### config.mk
export PLATFORM = sky130hd
export DESIGN_NAME = fetch_unit
export DESIGN_NICKNAME = d
export VERILOG_FILES = /design/src/rtl/mips_pkg.sv /design/src/rtl/next_pc_sel.sv /design/src/rtl/fetch_unit.sv
export SDC_FILE = /design/constraint.sdc
export NUM_CORES = 1
export LEC_CHECK = 0
export CAP_MARGIN = 20
export CORE_MARGIN = 2
export CORE_UTILIZATION = 43
export CTS_CLUSTER_DIAMETER = 120
export DETAILED_ROUTE_END_ITERATION = 8
export PLACE_DENSITY = 0.75
export SKIP_CTS_REPAIR_TIMING = 1
export SLEW_MARGIN = 15
export SYNTH_ARGS = -nofsm -noshare
export SYNTH_HDL_FRONTEND = slang
export SYNTH_HIERARCHICAL = 1
export SYNTH_SLANG_ARGS = --single-unit
### constraint.sdc
create_clock -name clk -period 1.8 [get_ports clk]
set_input_delay 0.36 -clock clk [delete_from_list [all_inputs] [get_ports clk]]
set_output_delay 0.36 -clock clk [all_outputs]
set_load 0.05 [all_outputs]
### src/rtl/mips_pkg.sv
// Shared MIPS front-end definitions: opcodes, fetch state, IF/ID payload.
// Used by the fetch stage and the decoder.
package mips_pkg;

  localparam logic [5:0]  OP_RTYPE      = 6'h00;
  localparam logic [5:0]  OP_J          = 6'h02;
  localparam logic [5:0]  FUNCT_SYSCALL = 6'h0C;
  localparam logic [31:0] INSTR_NOP     = 32'h0000_0000;

  typedef enum logic {
    RUN  = 1'b0,
    HALT = 1'b1
  } fetch_state_t;

  typedef struct packed {
    logic [31:0] instr;
    logic [31:0] pc4;
    logic        valid;
  } if_id_t;

  function automatic logic is_jump(input logic [31:0] instr);
    return instr[31:26] == OP_J;
  endfunction

  function automatic logic is_syscall(input logic [31:0] instr);
    return (instr[31:26] == OP_RTYPE) && (instr[5:0] == FUNCT_SYSCALL);
  endfunction

endpackage

### src/rtl/next_pc_sel.sv
// Next-PC / IF/ID control priority mux for the fetch stage; purely combinational.
// Priority: branch redirect > stall hold > halt bubbles > syscall > jump > sequential.
module next_pc_sel
  import mips_pkg::*;
(
  input  logic [31:0]  pc,
  input  logic [31:0]  inst,
  input  logic         stall,
  input  logic         branch_taken,
  input  logic [31:0]  branch_target,
  input  fetch_state_t state,
  output logic [31:0]  pc4,
  output logic [31:0]  next_pc,
  output logic         if_id_load,
  output logic         if_id_flush,
  output fetch_state_t next_state,
  output logic         misalign_set
);

  assign pc4 = pc + 32'd4;

  always_comb begin
    next_pc      = pc;
    if_id_load   = 1'b0;
    if_id_flush  = 1'b0;
    next_state   = state;
    misalign_set = 1'b0;
    if (branch_taken) begin
      // Redirect also cancels a speculative halt from a wrong-path SYSCALL.
      next_pc      = branch_target;
      if_id_flush  = 1'b1;
      next_state   = RUN;
      misalign_set = |branch_target[1:0];
    end else if (stall) begin
      next_pc = pc;
    end else if (state == HALT) begin
      if_id_flush = 1'b1;
    end else if (is_syscall(inst)) begin
      if_id_load = 1'b1;
      next_state = HALT;
    end else if (is_jump(inst)) begin
      if_id_load = 1'b1;
      next_pc    = {pc4[31:28], inst[25:0], 2'b00};
    end else begin
      if_id_load = 1'b1;
      next_pc    = pc4;
    end
  end

endmodule

### src/rtl/fetch_unit.sv
// Instruction fetch: PC, IF/ID register, local J-type resolve, SYSCALL freeze. Latency 1 clk.
// Backpressure: stall holds PC, IF/ID and state; branch_taken overrides stall.
module fetch_unit
  import mips_pkg::*;
#(
  parameter logic [31:0] RESET_PC = 32'h0000_0000
) (
  input  logic        clk,
  input  logic        rst_n,
  input  logic        stall,
  input  logic        branch_taken,
  input  logic [31:0] branch_target,
  output logic [31:0] read_addr,
  input  logic [31:0] inst,
  output logic [31:0] if_id_instr,
  output logic [31:0] if_id_pc4,
  output logic        if_id_valid,
  output logic        halted,
  output logic        misalign_err
);

  logic [31:0]  pc;
  logic [31:0]  pc4;
  logic [31:0]  next_pc;
  fetch_state_t state;
  fetch_state_t next_state;
  if_id_t       if_id;
  logic         if_id_load;
  logic         if_id_flush;
  logic         misalign_set;

  next_pc_sel u_next_pc_sel (
    .pc            (pc),
    .inst          (inst),
    .stall         (stall),
    .branch_taken  (branch_taken),
    .branch_target (branch_target),
    .state         (state),
    .pc4           (pc4),
    .next_pc       (next_pc),
    .if_id_load    (if_id_load),
    .if_id_flush   (if_id_flush),
    .next_state    (next_state),
    .misalign_set  (misalign_set)
  );

  always_ff @(posedge clk or negedge rst_n) begin
    if (!rst_n) begin
      pc           <= RESET_PC;
      state        <= RUN;
      if_id        <= '0;
      misalign_err <= 1'b0;
    end else begin
      pc    <= next_pc;
      state <= next_state;
      if (if_id_flush) begin
        if_id.instr <= INSTR_NOP;
        if_id.valid <= 1'b0;
      end else if (if_id_load) begin
        if_id <= '{instr: inst, pc4: pc4, valid: 1'b1};
      end
      if (misalign_set) misalign_err <= 1'b1;
    end
  end

  assign read_addr   = pc;
  assign if_id_instr = if_id.instr;
  assign if_id_pc4   = if_id.pc4;
  assign if_id_valid = if_id.valid;
  assign halted      = (state == HALT);

endmodule

==> metrics.md <==
| Metric | Value |
|---|---|
| Final Cycle Share | `112%` |
| Synth top area share | `a little under half` |
| DRT antenna net count | `0` |
| Kind of end point of the critical path | `flop` |
| Top_reg_cell synth | `dfrtp_1` |
| Critical R2R Launch | `read_addr[2]` |
| Count of state elements after synthesis | `just under 100` |
| Clk_skew | `roughly 0.0093 ns` |
| Die area | `between 10000 and 15000 um^2` |
| Syn Nets | `563` |
| Final #Nets | `~840` |
| Largest net degree at the start of global routing | `34` |
| Pre-antenna DRT Iters | `5` |
| Final setup fails | `33` |
| Detailed Route Iter0 Violations | `approximately 460` |
| First-pass GRT wire length | `roughly 27000 um` |
| R2r setup slk | `-0.22 ns` |
| HPWL after DPL | `around 14000 um` |
| Netlist Area Pre-Place | `5430 um^2` |
| Failing checks | `negative setup slack` |
| Critical path class | `flop to flop` |
| Number of synthesized flops with an enable pin | `0` |
| Area after DPL | `between 7000 and 8000 um^2` |
| Worst EP arrival | `~2.3 ns` |
| Initial antenna violation count | `1` |
| RSZ-0062 raised after global routing | `yes` |
| Layout cell share with drive strength beyond 1 | `slightly above 50%` |
| Critical Path RT | `2.05 ns` |
| CTS sink cnt | `between 90 and 100` |
| Post-synthesis sequential area ratio | `a little under half` |
| Cells after Synth | `494` |
| Most frequent cell after synthesis | `dfrtp_1` |
| Crit Reg-Reg Endpoint | `if_id_pc4[22]` |
| Gpl congestion | `0.944` |
| Root Buffer Master | `clkbuf_16` |
| Hold crit path type | `input port to flop` |
| H-tree Lvls | `3` |
| DRT Wirelength | `~19000 um` |
| Post-route minimum period | `between 2 and 2.5 ns` |
| VDD IR max | `0.000424 V` |
| # DRC | `0` |
| Yosys warns | `6` |
| # Max-Cap Violations | `0` |
| Leak | `just over 0.004 uW` |
| Top post-synthesis cells by count | `dfrtp_1, nor2_1, nand2_1, mux2i_1, mux2_4` |
| Max Buffers Root-to-Sink | `2` |
| Power consumption | `a little under 8000 uW` |
| CTS Buf Count | `9` |
| DR vias | `roughly 5200` |
| Synth unique cells | `72` |
| Finished Layout Cells | `about 950` |
| Core Box Area | `roughly 12000 um^2` |
| Fin worst setup slack | `-0.216 ns` |
| Initial Util | `43.6%` |
| DIE WIDTH | `between 100 and 150 um` |
| Ports | `167` |
| Run status | `finished, violations left` |
| Startpoint types | `flop` |
| Relative slew slack | `72.5%` |
| Cell area after layout | `between 8000 and 9000 um^2` |
| Overall routing resource usage | `26.3%` |
| Vias in the first global route | `around 5000` |
| Drt wl/cell | `20.0 um` |
| Synth area leaders | `dfrtp_1, mux2_4, mux2i_1, nor2_1, xnor2_1` |
| Vias/cell | `roughly 5.5` |
| CTS tree | `done` |
| Area Growth Syn to Fin | `64.7%` |
| Achievable frequency | `~500 MHz` |
| Skew-Pair Late Insertion Delay | `approximately 0.36 ns` |
| R2r worst-path depth | `8` |
| Final Hold Fails | `0` |
| Worst-margin pin slew | `a little over 0.4 ns` |
| Clk slew on worst S/H paths | `roughly 0.070 ns` |
| DIE HEIGHT | `116 um` |
| Syn avg cell area | `between 10 and 15 um^2` |
| Row cnt | `~40` |
| CP Max Fanout | `4` |
| Setup_tns | `-2.49 ns` |
| Synth area leader | `dfrtp_1` |
| Grt total ovfl | `0` |
| DP Worst Slack | `-0.767 ns` |
| PwrDens | `874 nW/um^2` |
| Slew Limit Fails | `0` |
| Hold depth | `3` |
| HP Start | `inst[29]` |
| Port Buf Inserts | `166` |
| Hold endpoint | `if_id_instr[29]` |
| Post-synth ARST share | `100%` |
| Placed cell count | `901` |
==> where the power goes <==
group	switching (uW)	internal [uW]
sequential	219	2520
combinational	1840	1210
clock	874	1160
total	2940	4880
==> metal layers <==
layer  share of wire [%]  up-vias  track usage [%]
met2                  49      207             41.9
met3                 6.1       36             3.94
li1                    -     2371                -
met4                 2.4        0             10.1
met5                   0        -                0
met1                  42     2618             36.3
==> sequential cells by signal, indices dropped and copies added (netlist names) <==
name and flops:
if_id_instr 32, halted 1, read_addr 32, if_id_pc4 32
if_id_valid 1, misalign_err 1
==> worst max-delay path, stage by stage, from the launching register on <==
cell	delay [ns]
dfrtp_4	0.45
ha_4	0.16
nand3_4	0.09
buf_6	0.14
or3_4	0.35
nor4_4	0.22
buf_4	0.18
xor2_2	0.06
mux2_4	0.25
==> placed cells by master, fill, tap and decap left out, drive strengths merged, types with 4 or more instances in the layout <==
master / n
nand2: 39
o21ai: 13
nor4: 9
dfrtp: 99
mux2i: 32
inv: 11
nand4: 11
clkbuf: 13
a2bb2oi: 11
a32oi: 4
or3: 5
or2: 4
a221oi: 15
clkdlybuf4s50: 52
nor3: 10
nor2: 58
buf: 238
xnor2: 20
and3: 8
xor2: 10
mux2: 32
dlymetal6s2s: 10
a21oi: 11
nand3: 15
==> cells by family after synthesis <==
family / after synthesis / synth area share [%]
AO/OA/AOI/OAI: 82 / 13.1
flip-flops: 99 / 45.6
XOR/XNOR: 30 / 4.84
adder cells (fa/ha/maj): 1 / 0.230
AND/OR/NAND/NOR: 174 / 17.0
buffers and inverters: 44 / 4.54
multiplexers: 64 / 14.6
==> through the flow <==
stage / hold WS (ns) / utilization [%]
after floorplan: 0.0644 / -
after global placement: 0.294 / 63.3
after detailed placement: 0.298 / 63.3
after CTS: -0.0801 / 65.8
after global routing: 0.313 / 71.8
final: 0.284 / 71.8
==> worst max-delay path by stage <==
stage	from	endpoint	cells after the start
after floorplan	read_addr[6]	read_addr[18]	7
after global placement	inst[2]	read_addr[2]	6
after detailed placement	inst[26]	read_addr[2]	6
after CTS	inst[26]	read_addr[3]	7
after global routing	read_addr[3]	if_id_pc4[22]	8
final	read_addr[2]	if_id_pc4[22]	8
==> layout make-up <==
cell class                      count  area [um^2]
Timing Repair Buffer              303         2670
Clock inverter                      5         58.8
Tap cell                          172          215
Multi-Input combinational cell    351         3190
Clock buffer                       11          253
Sequential cell                    99         2510
Antenna cell                        1         2.50
Fill cell                         873         3520
Inverter                           11         41.3
(Power assumes the default switching activity.)
